File: src/rtl/fib_pkg.sv
// Shared definitions for the Fibonacci partial-sum engine interface.
//   FIB_NTH_W : default width of the index / nth bus
//   FIB_RES_W : default width of the engine result
//   state_t   : sweep master FSM encoding (one-hot, 5 bits)
package fib_pkg;

    localparam int FIB_NTH_W = 8;
    localparam int FIB_RES_W = 20;

    typedef enum logic [4:0] {
        S_IDLE  = 5'b00001,
        S_ISSUE = 5'b00010,
        S_WAIT  = 5'b00100,
        S_PUSH  = 5'b01000,
        S_DONE  = 5'b10000
    } state_t;

endpackage

File: src/rtl/fib_sweep_master.sv
// Requesting end of the Fibonacci partial-sum engine. Sweeps nth over
// [first_n..last_n], issues one engine request per index, captures each
// result and streams (index, sum) pairs downstream over valid/ready.
// Ports:
//   clk, reset          clock, synchronous active-high reset
//   go, first_n, last_n sweep request (sampled only while idle)
//   busy, done, err     status: busy outside IDLE, done pulse, sticky error
//   fib_start, fib_nth  request to the engine
//   fib_result,
//   fib_out_en          engine response (result valid level)
//   res_valid, res_ready,
//   res_index, res_data downstream result stream
module fib_sweep_master
    import fib_pkg::*;
#(
    parameter int NTH_W   = FIB_NTH_W,
    parameter int RES_W   = FIB_RES_W,
    parameter int TO_W    = 12,
    parameter int TIMEOUT = 4000
) (
    input  logic             clk,
    input  logic             reset,
    input  logic             go,
    input  logic [NTH_W-1:0] first_n,
    input  logic [NTH_W-1:0] last_n,
    output logic             busy,
    output logic             done,
    output logic             err,
    output logic             fib_start,
    output logic [NTH_W-1:0] fib_nth,
    input  logic [RES_W-1:0] fib_result,
    input  logic             fib_out_en,
    output logic             res_valid,
    input  logic             res_ready,
    output logic [NTH_W-1:0] res_index,
    output logic [RES_W-1:0] res_data
);

    localparam logic [TO_W-1:0]  TO_LAST = TO_W'(TIMEOUT - 1);
    localparam logic [NTH_W-1:0] N_ONE   = {{(NTH_W-1){1'b0}}, 1'b1};
    localparam logic [TO_W-1:0]  T_ONE   = {{(TO_W-1){1'b0}}, 1'b1};

    state_t           state;
    logic [NTH_W-1:0] cur_n;
    logic [NTH_W-1:0] last_q;
    logic [TO_W-1:0]  timer;

    always_ff @(posedge clk) begin
        if (reset) begin
            state     <= S_IDLE;
            cur_n     <= '0;
            last_q    <= '0;
            timer     <= '0;
            busy      <= 1'b0;
            done      <= 1'b0;
            err       <= 1'b0;
            fib_start <= 1'b0;
            fib_nth   <= '0;
            res_valid <= 1'b0;
            res_index <= '0;
            res_data  <= '0;
        end else begin
            // Pulse outputs default low; each state raises them for one cycle.
            done      <= 1'b0;
            fib_start <= 1'b0;
            case (state)
                S_IDLE: begin
                    fib_nth <= '0;
                    if (go) begin
                        if (first_n != '0 && first_n <= last_n) begin
                            cur_n     <= first_n;
                            last_q    <= last_n;
                            err       <= 1'b0;
                            busy      <= 1'b1;
                            // Start is registered on entry so it is high
                            // exactly for the single ISSUE cycle.
                            fib_start <= 1'b1;
                            fib_nth   <= first_n;
                            state     <= S_ISSUE;
                        end else begin
                            err <= 1'b1;
                        end
                    end
                end
                S_ISSUE: begin
                    timer <= '0;
                    state <= S_WAIT;
                end
                S_WAIT: begin
                    // out_en is still high from the previous request during
                    // ISSUE; the engine drops it before WAIT, so no stale capture.
                    if (fib_out_en) begin
                        res_data  <= fib_result;
                        res_index <= cur_n;
                        res_valid <= 1'b1;
                        state     <= S_PUSH;
                    end else if (timer == TO_LAST) begin
                        err     <= 1'b1;
                        busy    <= 1'b0;
                        fib_nth <= '0;
                        state   <= S_IDLE;
                    end else begin
                        timer <= timer + T_ONE;
                    end
                end
                S_PUSH: begin
                    if (res_ready) begin
                        res_valid <= 1'b0;
                        // Compare before incrementing so last_n = max never wraps.
                        if (cur_n == last_q) begin
                            done  <= 1'b1;
                            state <= S_DONE;
                        end else begin
                            cur_n     <= cur_n + N_ONE;
                            fib_nth   <= cur_n + N_ONE;
                            fib_start <= 1'b1;
                            state     <= S_ISSUE;
                        end
                    end
                end
                S_DONE: begin
                    busy    <= 1'b0;
                    fib_nth <= '0;
                    state   <= S_IDLE;
                end
                default: begin
                    busy    <= 1'b0;
                    fib_nth <= '0;
                    state   <= S_IDLE;
                end
            endcase
        end
    end

endmodule

File: config.mk
export PLATFORM = sky130hd
export DESIGN_NAME = fib_sweep_master
export DESIGN_NICKNAME = d
export VERILOG_FILES = /design/src/rtl/fib_pkg.sv /design/src/rtl/fib_sweep_master.sv
export SDC_FILE = /design/constraint.sdc
export NUM_CORES = 1
export LEC_CHECK = 0
export ABC_CLOCK_PERIOD_IN_PS = 4940
export CAP_MARGIN = 20
export CORE_UTILIZATION = 46
export CTS_CLUSTER_DIAMETER = 100
export DETAILED_ROUTE_END_ITERATION = 16
export PLACE_DENSITY = 0.79
export SETUP_SLACK_MARGIN = 0.2
export SLEW_MARGIN = 40
export SYNTH_ARGS = -nofsm -noshare
export SYNTH_HDL_FRONTEND = slang
export SYNTH_SLANG_ARGS = --single-unit
File: constraint.sdc
create_clock -name clk -period 4.94 [get_ports clk]
set_input_delay 0.988 -clock clk [delete_from_list [all_inputs] [get_ports clk]]
set_output_delay 0.988 -clock clk [all_outputs]
set_load 0.005 [all_outputs]
# ---- After elaboration in Yosys (flattened, before gate mapping)
# Cells that the tools add are included.
dict set report op_classes {
  n_addsub 2
  magnitude_cmp 1
  n_eq_ne 15
  n_mux 39
  n_bitwise 4
  n_reduce_logical 17
}
# operator n
set ops {}
lappend ops {{$mux 8} 8}
lappend ops {{$pmux 8 s4} 1}
lappend ops {{$mux 5} 6}
lappend ops {{$mux 12} 2}
lappend ops {{$pmux 12 s2} 1}
lappend ops {{$pmux 5 s4} 1}
lappend ops {{$ne 2x2->1 const B} 8}
lappend ops {{$pmux 8 s2} 1}
lappend ops {{$mux 1} 15}
lappend ops {{$reduce_and 5->1} 3}
lappend ops {{$add 12x1->12 const B} 1}
lappend ops {{$eq 12x12->1 const B} 1}
lappend ops {{$reduce_and 3->1} 3}
lappend ops {{$add 8x1->8 const B} 1}
lappend ops {{$eq 8x8->1} 1}
lappend ops {{$le 8x8->1} 1}
lappend ops {{$reduce_and 4->1} 2}
lappend ops {{$reduce_bool 2->1} 4}
lappend ops {{$reduce_bool 8->1} 1}
lappend ops {{$pmux 1 s2} 3}
lappend ops {{$eq 5x1->1 const B} 1}
lappend ops {{$eq 5x2->1 const B} 1}
lappend ops {{$eq 5x3->1 const B} 1}
lappend ops {{$eq 5x4->1 const B} 1}
lappend ops {{7 further kinds} 10}
dict set report word_totals {
  regBits 74
  inputBits 41
  output_inout_bits 41
  wordCells 90
}

# ---- Longest topological paths before layout
# Gate-level depths: netlist (run 1).
dict set report depth {
  ltp_word 5
  depth_mapped 10
  depth_no_buf 9
}

# ---- Worst setup path after synthesis (run 1)
# No wires, ideal clock.
dict set report synth_timing {
  kind {input -> register}
  start {in last_n[1]}
  end {reg cur_n[0]}
  setup_time_ns 0.128
  t_arrival_ns 2.656
  t_required_ns 4.812
  setup_slack_ns 2.157
  cell_stages 10
  n_path_buf 1
  cell_sequence {inv_1 ha_1 nor2b_1 o211ai_1 a211oi_1 nor3_4 a21oi_2 buf_6 mux2i_1 nor2_1}
}
dict set report synth_between {
  elab_chain_len 4
}
# item line_no
set synth_lines {}
lappend synth_lines {{start: declaration} fib_sweep_master.sv:25} ;# input logic [NTH_W-1:0] last_n,
lappend synth_lines {{$le 8x8->1} fib_sweep_master.sv:70} ;# if (first_n != '0 && first_n <= last_n) begin
lappend synth_lines {{$logic_and 1x1->1} fib_sweep_master.sv:70}
lappend synth_lines {{$ne 2x2->1 (no line)} --}
lappend synth_lines {{$reduce_and 5->1 (no line)} --}
lappend synth_lines {{end signal: assignment} fib_sweep_master.sv:71} ;# cur_n <= first_n;
lappend synth_lines {{end signal: assignment} fib_sweep_master.sv:114} ;# cur_n <= cur_n + N_ONE;
lappend synth_lines {{end: declaration} fib_sweep_master.sv:44} ;# logic [NTH_W-1:0] cur_n;
# Every way passes these cells.
# A chain may end at the register's enable or synchronous reset.

# ---- Worst setup path in the final report (run 1)
dict set report layout_timing {
  start {in first_n[1]}
  end {reg last_q[0]}
}
dict set report layout_between {
  elab_chain_len 3
  word_cells_on_any_way 4
  cone_classes {order compare: 1; reduce/logical: 3}
}
# item line_no
set layout_lines {}
lappend layout_lines {{start: declaration} fib_sweep_master.sv:24} ;# input logic [NTH_W-1:0] first_n,
lappend layout_lines {{$le 8x8->1 or $reduce_bool 8->1 (tied branches)} fib_sweep_master.sv:70}
lappend layout_lines {{$logic_and 1x1->1 (*)} fib_sweep_master.sv:70}
lappend layout_lines {{$reduce_and 3->1 (no line) (*)} --}
lappend layout_lines {{end signal: assignment} fib_sweep_master.sv:72} ;# last_q <= last_n;
lappend layout_lines {{end: declaration} fib_sweep_master.sv:45} ;# logic [NTH_W-1:0] last_q;
# Every way passes the cells marked *; elsewhere a longest branch is shown, timed or not.

==> results of run 1 <==
-- area by class of cell --
class                           count  area (µm²)
Fill cell                         630        2740
Multi-Input combinational cell    309        1830
Sequential cell                    74        1480
Timing Repair Buffer               81         808
Clock buffer                        9         124
Tap cell                           99         124
Clock inverter                      7         101
Inverter                           11        41.3
-- logic make-up after synthesis --
group	share of synthesized area [%]
and+or+nand+nor	25.5
AOI/OAI and AO/OA	17.4
muxes	0.580
adders and majority gates	3.63
xor gates and xnor gates	5.58
buffers and inverters	4.35
DFF	42.9
-- worst max-delay path: stages --
cell and delay (ns):
clkdlybuf4s50_1 0.49, ha_1 0.36, nor2b_1 0.14, o211ai_1 0.16, a211oi_1 0.14, nor3_4 0.60, nand2_1 0.36, mux2i_1 0.22
nor2_1 0.05
-- layer usage --
metal / vias up / share of wire [%] / track usage (%)
met2: 105 / 49 / 36.1
met1: 1460 / 44 / 27.5
li1: 1578 / - / -
met5: - / 0 / 0
met3: 8 / 5.9 / 5.22
met4: 0 / 1.0 / 6.74
-- cells in the final DEF, fill, tap and decap left out, types with 2 or more instances in the layout --
cell / instances
a22oi_1: 7
o2bb2ai_1: 7
or3_1: 3
and3_1: 2
nand2b_1: 4
ha_1: 10
xor2_1: 14
a21oi_1: 54
o32ai_2: 3
a21oi_2: 3
nand4_1: 7
clkbuf_8: 9
nor2b_1: 2
a211oi_1: 2
clkinvlp_4: 2
or2_0: 2
nor2_1: 35
xnor2_1: 8
bufinv_16: 2
o21ai_0: 6
inv_1: 11
clkdlybuf4s50_1: 80
o21ai_1: 2
mux2i_1: 2
nor3_4: 3
nor3_1: 12
nand2_1: 77
nand3_1: 16
dfxtp_1: 74
nor4_1: 6
a21o_1: 2
clkinv_4: 2
-- flip-flops by register name (all words and copies together), names as in the netlist --
| signal | cells |
|---|---|
| fib_nth | 8 |
| busy | 1 |
| res_valid | 1 |
| fib_start | 1 |
| err | 1 |
| last_q | 8 |
| res_data | 20 |
| res_index | 8 |
| state | 5 |
| cur_n | 8 |
| timer | 12 |
| done | 1 |
-- per-stage QoR --
step	utilization, %	hold slack, ns
2_1_floorplan	-	0.448
3_3_place_gp	58.9	0.442
3_5_place_dp	59.0	0.447
4_1_cts	62.1	0.460
5_1_grt	62.2	0.474
6_report	62.2	0.457
-- worst max-delay path by stage --
stage                              end  slack [ns]  cells past startpoint
2_1_floorplan    cur_n[0]$_SDFFE_PP0P_        2.16                     10
3_3_place_gp     cur_n[0]$_SDFFE_PP0P_        1.23                     10
3_5_place_dp   fib_nth[0]$_SDFFE_PP0P_        1.11                      9
4_1_cts          cur_n[2]$_SDFFE_PP0P_        1.49                      9
5_1_grt        fib_nth[0]$_SDFFE_PP0P_        1.47                     10
6_report        last_q[0]$_SDFFE_PP0P_        1.63                      9
-- power by group through the flow --
| stage | clock, mW | combinational (mW) | sequential (mW) |
|---|---|---|---|
| floorplan | 0 | 0.105 | 0.641 |
| global placement | 0 | 0.164 | 0.650 |
| detailed placement | 0 | 0.167 | 0.650 |
| CTS | 0.537 | 0.169 | 0.636 |
| global route | 0.564 | 0.186 | 0.639 |
| finish | 0.525 | 0.171 | 0.637 |
==> metrics.cfg, run 1 <==
[status]
status = complete, no violations

[sta]
finalSetupViolations = 0
worst_pin_slew_ns = 0.690
tns_ns = 0
slew_violations = 0
relSlewSlack_pct = 53.8
period_minus_slack_ns = 3.31
finalWorstSetupSlack_ns = 1.63
period_share_pct = 66.9
grt_setup_unrepaired = false
skew_ns = 0.00845
fmaxAchievable_mhz = 303
hold_viol = 0

[min_path]
worstHoldStart = res_index[7]$_SDFFE_PP0P_
min_path_cells = 2
worstHoldPathType = reg2reg
whs_endpoint = res_index[7]$_SDFFE_PP0P_

[detailed_routing]
drt-initial-drc-count = 229
wl_per_cell_um = 14.3
wirelength_um = 8410
first_pass_iters = 5
vias_per_cell = 5.34
ant_nets = 0
drc = 0
via_count = 3151

[setup_path]
cp.arrival_ns = 3.51
cp.required_ns = 5.15
crit_type = in2reg
r2r_slack_ns = 2.44
critPathCaptureType = register
r2r-end = fib_nth[0]$_SDFFE_PP0P_
crit_start = first_n[1]
path_max_fanout = 17
cp-start-kind = input port
r2r-start = state[4]$_SDFFE_PP0P_
ff2ff_path_depth = 7

[layout]
area_delta_synth_final_pct = 30.8
instances_no_fill = 590
nets = 537
design_area_um2 = 4510
diodes = 0
drive_above_1_share_pct = 7.13

[pwr]
comb_power_share_pct = 12.8
power_density_nw_per_um2 = 295
p_int_mw = 0.988
vdd.ir_drop.worst_mv = 0.150
leakagePower_nw = 1.66
p_clk_share_pct = 39.4
swShare_pct = 25.9
total_power_mw = 1.33
p_seq_share_pct = 47.8
p_sw_mw = 0.345

[synthesis]
synth_common_cells = nand2_1 (77), dfxtp_1 (74), a21oi_1 (54)
syn_nets = 469
postSynth.asyncResetShare_pct = 0
syn_area_um2 = 3450
yosysTopAreaCell = dfxtp_1
synth_seq_cells = 74
yosys_most_used_dff = dfxtp_1
ys_types = 49
synth_cells = 418
avgSynthCellArea_um2 = 8.26
synth_edf_count = 0
synth_area_leaders = dfxtp_1 (43%), nand2_1 (8.4%), a21oi_1 (7.8%)
yosysWarnings = 0
yosysSeqAreaShare_pct = 42.9
yosysMostFrequentCell = nand2_1
netlist.area_leader.share_pct = 42.9

[clock_network]
clk_pin_slew_ns = 0.09
cts_setup_buffers = 0
cts_tree = yes
holdBufCountCts = 0
htreeDepth = 3
clockRootBuffer = clkbuf_8
cts_max_path_buffers = 2
ctsResizeCount = 0
cts_inserted_buffers = 9
clock_sinks = 74
clock_latency_ns = 0.34

[floorplan]
die-height_um = 88.6
core_um2 = 7250
initial_core_util_pct = 47.6
dieArea_um2 = 7850
die_w_um = 88.6
rows = 31
top_level_ports = 82

[grt]
grt_pass1_vias = 2849
grt_pass1_wl_um = 13200
grt_usage_pct = 21.6
grt_max_degree = 63
antenna_found_initial = 0
grt_overflow = 0

[placement]
dp_cells = 574
place_congestion = 0.909
dp.final_hpwl_um = 5880
dp_slack_ns = 1.11
io_buffer_count = 81
place_area_um2 = 4280

[run]
maxCapViolCount = 0

Note: power is estimated with default switching activity, not from simulation.
==> run 2: changes to the inputs <==
--- a/config.mk
+++ b/config.mk
@@ -5,12 +5,12 @@
 export SDC_FILE = /design/constraint.sdc
 export NUM_CORES = 1
 export LEC_CHECK = 0
-export ABC_CLOCK_PERIOD_IN_PS = 4940
+export ABC_CLOCK_PERIOD_IN_PS = 3000
 export CAP_MARGIN = 20
-export CORE_UTILIZATION = 46
+export CORE_UTILIZATION = 45
 export CTS_CLUSTER_DIAMETER = 100
 export DETAILED_ROUTE_END_ITERATION = 16
-export PLACE_DENSITY = 0.79
+export PLACE_DENSITY = 0.8
 export SETUP_SLACK_MARGIN = 0.2
 export SLEW_MARGIN = 40
 export SYNTH_ARGS = -nofsm -noshare
==> constraint.sdc (replaced) <==
create_clock -name clk -period 3 [get_ports clk]
set_input_delay 0.6 -clock clk [delete_from_list [all_inputs] [get_ports clk]]
set_output_delay 0.6 -clock clk [all_outputs]
set_load 0.005 [all_outputs]
==> metrics.cfg, run 2 (synthesis gave the netlist of run 1 again) <==
[status]
status = complete, no violations  ; unchanged

[detailed_routing]
drc = 0  ; unchanged
wirelength_um = 8650  ; was 8410 µm
ant_nets = 0  ; unchanged
vias_per_cell = 5.39  ; was 5.34
drt-initial-drc-count = 151  ; was 229
first_pass_iters = 4  ; was 5
via_count = 3258  ; was 3151
wl_per_cell_um = 14.3  ; about the same

[layout]
layout_common_cells = clkdlybuf4s50_1 (80), nand2_1 (77), dfxtp_1 (74)  ; unchanged
diodes = 0  ; unchanged
largest_reg_flops = 20  ; unchanged
nets = 551  ; was 537
utilization_pct = 62.5  ; was 62.2%
reg_top3 = res_data x20, timer x12  ; unchanged
regMostFlops = res_data  ; unchanged
design_area_um2 = 4580  ; was 4510 µm²
nFillCells = 648  ; was 630
drive_above_1_share_pct = 9.50  ; was 7.13%
layout_commonest_cell = clkdlybuf4s50_1  ; unchanged
area_delta_synth_final_pct = 32.8  ; was 30.8%

[sta]
slew_violations = 0  ; unchanged
hold_viol = 0  ; unchanged
tns_ns = 0  ; unchanged
skew_ns = 0.00753  ; was 0.00845 ns
period_share_pct = 85.7
finalWorstSetupSlack_ns = 0.429  ; was 1.63 ns
relSlewSlack_pct = 62.7  ; was 53.8%
period_minus_slack_ns = 2.57
fmaxAchievable_mhz = 389
whs_ns = 0.456  ; was 0.457 ns
grt_setup_unrepaired = false  ; unchanged
worst_pin_slew_ns = 0.556  ; was 0.690 ns
finalSetupViolations = 0  ; unchanged

[pwr]
swShare_pct = 26.3  ; was 25.9%
leakagePower_nw = 1.72  ; was 1.66 nW
comb_power_share_pct = 14.2  ; was 12.8%
vdd.ir_drop.worst_mv = 0.308  ; was 0.150 mV
p_sw_mw = 0.553  ; was 0.345 mW
power_density_nw_per_um2 = 459  ; was 295 nW/µm²
p_seq_share_pct = 49.8  ; was 47.8%
p_int_mw = 1.55  ; was 0.988 mW
p_clk_share_pct = 36.1  ; was 39.4%

[clock_network]
clock_sinks = 74  ; unchanged
cts_max_path_buffers = 2  ; unchanged
cts_tree = yes  ; unchanged
htreeDepth = 3  ; unchanged
clockRootBuffer = clkbuf_8  ; unchanged
holdBufCountCts = 0  ; unchanged
clock_latency_ns = 0.35  ; was 0.34 ns
clk_pin_slew_ns = 0.08  ; was 0.09 ns
cts_inserted_buffers = 9  ; unchanged
cts_setup_buffers = 0  ; unchanged

[grt]
grt_overflow = 0  ; unchanged
grt_pass1_wl_um = 13700  ; was 13200 µm
grt_pass1_vias = 3071  ; was 2849
grt_max_degree = 38  ; was 63
grt_usage_pct = 22.5  ; was 21.6%
antenna_found_initial = 0  ; unchanged

[floorplan]
rows = 31  ; unchanged
core_um2 = 7330  ; was 7250 µm²
initial_core_util_pct = 47.1  ; was 47.6%
dieArea_um2 = 8020  ; was 7850 µm²
die_w_um = 89.6  ; was 88.6 µm
die-height_um = 89.6  ; was 88.6 µm
top_level_ports = 82  ; unchanged

[setup_path]
path_max_fanout = 10  ; was 17
ff2ff_path_depth = 9  ; was 7
crit_start = last_n[1]  ; was first_n[1]
endpoint = cur_n[2]$_SDFFE_PP0P_  ; was last_q[0]$_SDFFE_PP0P_
r2r-start = timer[0]$_SDFFE_PP0P_  ; was state[4]$_SDFFE_PP0P_
cp-start-kind = input port  ; unchanged
r2r_slack_ns = 0.86  ; was 2.44 ns
critPathCaptureType = register  ; unchanged
r2r-end = cur_n[2]$_SDFFE_PP0P_  ; was fib_nth[0]$_SDFFE_PP0P_
crit_type = in2reg  ; unchanged
cp.required_ns = 3.28  ; was 5.15 ns
cp.arrival_ns = 2.85  ; was 3.51 ns

[min_path]
worstHoldPathType = reg2reg  ; unchanged

[placement]
dp_slack_ns = 0.0552  ; was 1.11 ns
io_buffer_count = 81  ; unchanged
place_area_um2 = 4390  ; was 4280 µm²
place_congestion = 0.904  ; was 0.909
dp.final_hpwl_um = 6390  ; was 5880 µm

[run]
maxCapViolCount = 0  ; unchanged

run 2: layout make-up:
cell class / count / area, µm² / area share [%]
multi-input combinational: 309 / 1820 / 39.7
sequential: 74 / 1480 / 32.3
timing repair buffer: 95 / 923 / 20.1
tap: 99 / 124 / 2.70
inverter: 11 / 41.3 / 0.901
clock buffer: 10 / 128 / 2.78
clock inverter: 6 / 65.1 / 1.42
run 2: how the worst min path moves through the flow:
stage,startpoint,endpoint,slack [ns],depth (start not counted)
6_report,res_index[2]$_SDFFE_PP0P_,res_index[2]$_SDFFE_PP0P_,0.46,2
5_1_grt,res_data[4]$_SDFFE_PP0P_,res_data[4]$_SDFFE_PP0P_,0.47,2
4_1_cts,res_data[16]$_SDFFE_PP0P_,res_data[16]$_SDFFE_PP0P_,0.46,2
3_5_place_dp,fib_nth[5]$_SDFFE_PP0P_,fib_nth[5]$_SDFFE_PP0P_,0.45,1
3_3_place_gp,res_data[18]$_SDFFE_PP0P_,res_data[18]$_SDFFE_PP0P_,0.44,2
2_1_floorplan,last_q[1]$_SDFFE_PP0P_,last_q[1]$_SDFFE_PP0P_,0.45,2
run 2: what timing repair did:
action | in CTS | in global routing
endpoints found under the setup margin | 0 | 1
resized for setup | 0 | 0
endpoints found under the hold margin | 0 | 0
run 2: critical path, cell delays in order:
cell	delay, ns
clkdlybuf4s50_1	0.48
inv_1	0.05
ha_1	0.28
nor2b_1	0.14
o211ai_1	0.15
a211oi_1	0.09
buf_4	0.15
nor3_4	0.26
a21oi_2	0.11
buf_4	0.19
or2_0	0.23
a21oi_1	0.13
run 2: layer usage:
metal | wire, µm | share of wire [%] | global-route usage [%] | vias up
met5 | 0 | 0 | 0 | -
met4 | 236 | 2.7 | 11.7 | 0
met3 | 409 | 4.7 | 5.67 | 24
met2 | 4390 | 51 | 39.8 | 101
met1 | 3620 | 42 | 25.0 | 1524
li1 | - | - | - | 1609
run 2: stage by stage:
stage,power (mW),cells
floorplan,1.23,418
global placement,1.35,588
detailed placement,1.36,588
CTS,2.12,604
global route,2.20,604
finish,2.10,604
run 2: power groups by stage:
stage               logic [mW]  clock network [mW]  registers (mW)
detailed placement       0.294                   0            1.07
global placement         0.287                   0            1.07
finish                   0.298               0.758            1.05
CTS                      0.296               0.774            1.05
floorplan                0.174                   0            1.06
global route             0.328               0.823            1.05
==> run 3: changes to the inputs <==
--- a/config.mk
+++ b/config.mk
@@ -7,6 +7,7 @@
 export LEC_CHECK = 0
 export ABC_CLOCK_PERIOD_IN_PS = 3000
 export CAP_MARGIN = 20
+export CORE_ASPECT_RATIO = 1.1
 export CORE_UTILIZATION = 45
 export CTS_CLUSTER_DIAMETER = 100
 export DETAILED_ROUTE_END_ITERATION = 16
==> metrics.cfg, run 3 (synthesis gave the netlist of run 1 again) <==
[status]
status = complete, no violations  ; unchanged

[setup_path]
r2r-start = timer[0]$_SDFFE_PP0P_  ; unchanged
cp-start-kind = input port  ; unchanged
crit_type = in2reg  ; unchanged
crit_start = last_n[1]  ; unchanged
cp.arrival_ns = 2.77  ; was 2.85 ns
path_max_fanout = 17  ; was 10
cp.required_ns = 3.20  ; was 3.28 ns
critPathCaptureType = register  ; unchanged

[clock_network]
clock_sinks = 74  ; unchanged
clock_latency_ns = 0.35  ; about the same
clockRootBuffer = clkbuf_8  ; unchanged
holdBufCountCts = 0  ; unchanged
htreeDepth = 3  ; unchanged
ctsResizeCount = 0  ; unchanged
cts_max_path_buffers = 2  ; unchanged
cts_setup_buffers = 0  ; unchanged
cts_tree = yes  ; unchanged
cts_inserted_buffers = 9  ; unchanged
clk_pin_slew_ns = 0.08  ; about the same

[grt]
use_met3_pct = 4.48  ; was 5.67%
grt_util_met1_pct = 27.0  ; was 25.0%
busiest_layer = met2  ; unchanged
grt_use_met2_pct = 37.8  ; was 39.8%
grt_max_degree = 37  ; was 38
grt_pass1_vias = 3040  ; was 3071
antenna_found_initial = 0  ; unchanged
grt_pass1_wl_um = 14100  ; was 13700 µm
grt_overflow = 0  ; unchanged
grt_usage_pct = 22.2  ; was 22.5%

[sta]
finalSetupViolations = 0  ; unchanged
relSlewSlack_pct = 56.4  ; was 62.7%
worst_pin_slew_ns = 0.654  ; was 0.556 ns
grt_setup_unrepaired = false  ; unchanged
period_share_pct = 85.5  ; was 85.7%
period_minus_slack_ns = 2.57  ; about the same
skew_ns = 0.00928  ; was 0.00753 ns
slew_violations = 0  ; unchanged
hold_viol = 0  ; unchanged
fmaxAchievable_mhz = 390  ; was 389 MHz
tns_ns = 0  ; unchanged

[floorplan]
top_level_ports = 82  ; unchanged
die_w_um = 85.5  ; was 89.6 µm
dieArea_um2 = 8020  ; about the same
rows = 33  ; was 31
core_um2 = 7430  ; was 7330 µm²
die-height_um = 93.8  ; was 89.6 µm
initial_core_util_pct = 46.4  ; was 47.1%

[layout]
layout_common_cells = clkdlybuf4s50_1 (80), nand2_1 (77), dfxtp_1 (74)  ; unchanged
drive_above_1_share_pct = 8.78  ; was 9.50%
regMostFlops = res_data  ; unchanged
layout_commonest_cell = clkdlybuf4s50_1  ; unchanged
nets = 547  ; was 551
area_delta_synth_final_pct = 31.6  ; was 32.8%
utilization_pct = 61.1  ; was 62.5%
diodes = 0  ; unchanged
largest_reg_flops = 20  ; unchanged
reg_top3 = res_data x20, timer x12  ; unchanged

[pwr]
vdd.ir_drop.worst_mv = 0.226  ; was 0.308 mV
power_density_nw_per_um2 = 466  ; was 459 nW/µm²
leakagePower_nw = 1.70  ; was 1.72 nW
total_power_mw = 2.12  ; was 2.10 mW

[run]
maxCapViolCount = 0  ; unchanged

[detailed_routing]
wl_per_cell_um = 14.5  ; was 14.3 µm
ant_nets = 0  ; unchanged
drc = 0  ; unchanged
first_pass_iters = 5  ; was 4
wirelength_um = 8550  ; was 8650 µm
vias_per_cell = 5.48  ; was 5.39
via_count = 3225  ; was 3258
drt-initial-drc-count = 171  ; was 151

[min_path]
worstHoldPathType = reg2reg  ; unchanged
worstHoldStart = res_data[8]$_SDFFE_PP0P_  ; was res_index[2]$_SDFFE_PP0P_

[placement]
io_buffer_count = 81  ; unchanged
place_congestion = 0.893  ; was 0.904
dp.final_hpwl_um = 6100  ; was 6390 µm

==> run 3: cell types whose count changed in the layout (fill, tap and decap cells not counted) <==
cell	delta
buf_4	-4
clkinv_2	-1
clkinv_4	-1
clkinvlp_4	+2
==> run 3: final cells by class <==
| type | count | area, µm² |
|---|---|---|
| well taps | 87 | 109 |
| flip-flops and latches | 74 | 1480 |
| clock buffers | 10 | 128 |
| repair buffers | 91 | 893 |
| clock inverters | 6 | 66.3 |
| fillers | 629 | 2890 |
| multi-input cells | 309 | 1820 |
| inverters | 11 | 41.3 |
==> run 3: metal layers <==
metal / vias up / part of all wire [%]
li1: 1597 / -
met1: 1495 / 42
met2: 114 / 51
met3: 19 / 5.2
met4: 0 / 2.4
met5: - / 0
==> run 3: metrics by stage <==
step | instances | setup slack, ns | hold WS, ns | area, µm²
6_report | 588 | 0.434 | 0.456 | 4540
3_5_place_dp | 572 | 0.0687 | 0.447 | 4350
2_1_floorplan | 418 | 0.605 | 0.448 | 3450
5_1_grt | 588 | 0.305 | 0.479 | 4540
4_1_cts | 588 | 0.441 | 0.458 | 4540
3_3_place_gp | 572 | 0.117 | 0.441 | 4350
==> run 3: critical path, cell delays in order <==
cell	delay [ns]
clkdlybuf4s50_1	0.48
inv_1	0.05
ha_1	0.28
nor2b_1	0.13
o211ai_1	0.10
a211oi_1	0.42
nor3_4	0.11
a21oi_2	0.20
buf_12	0.17
or2_0	0.15
a21oi_1	0.08
==> run 3: path summary, 6_finish.rpt <==
check / to / slack (ns) / cells after the start
worst max-delay path: cur_n[2]$_SDFFE_PP0P_ / 0.43 / 11
worst min register to register: res_data[8]$_SDFFE_PP0P_ / 0.46 / 2
worst max register to register: cur_n[2]$_SDFFE_PP0P_ / 0.79 / 9
worst min-delay path: res_data[8]$_SDFFE_PP0P_ / 0.46 / 2
==> run 3: power breakdown <==
part	switching, mW	internal [mW]
registers	0.0366	1.01
logic	0.146	0.153
clock network	0.385	0.386
total	0.567	1.55
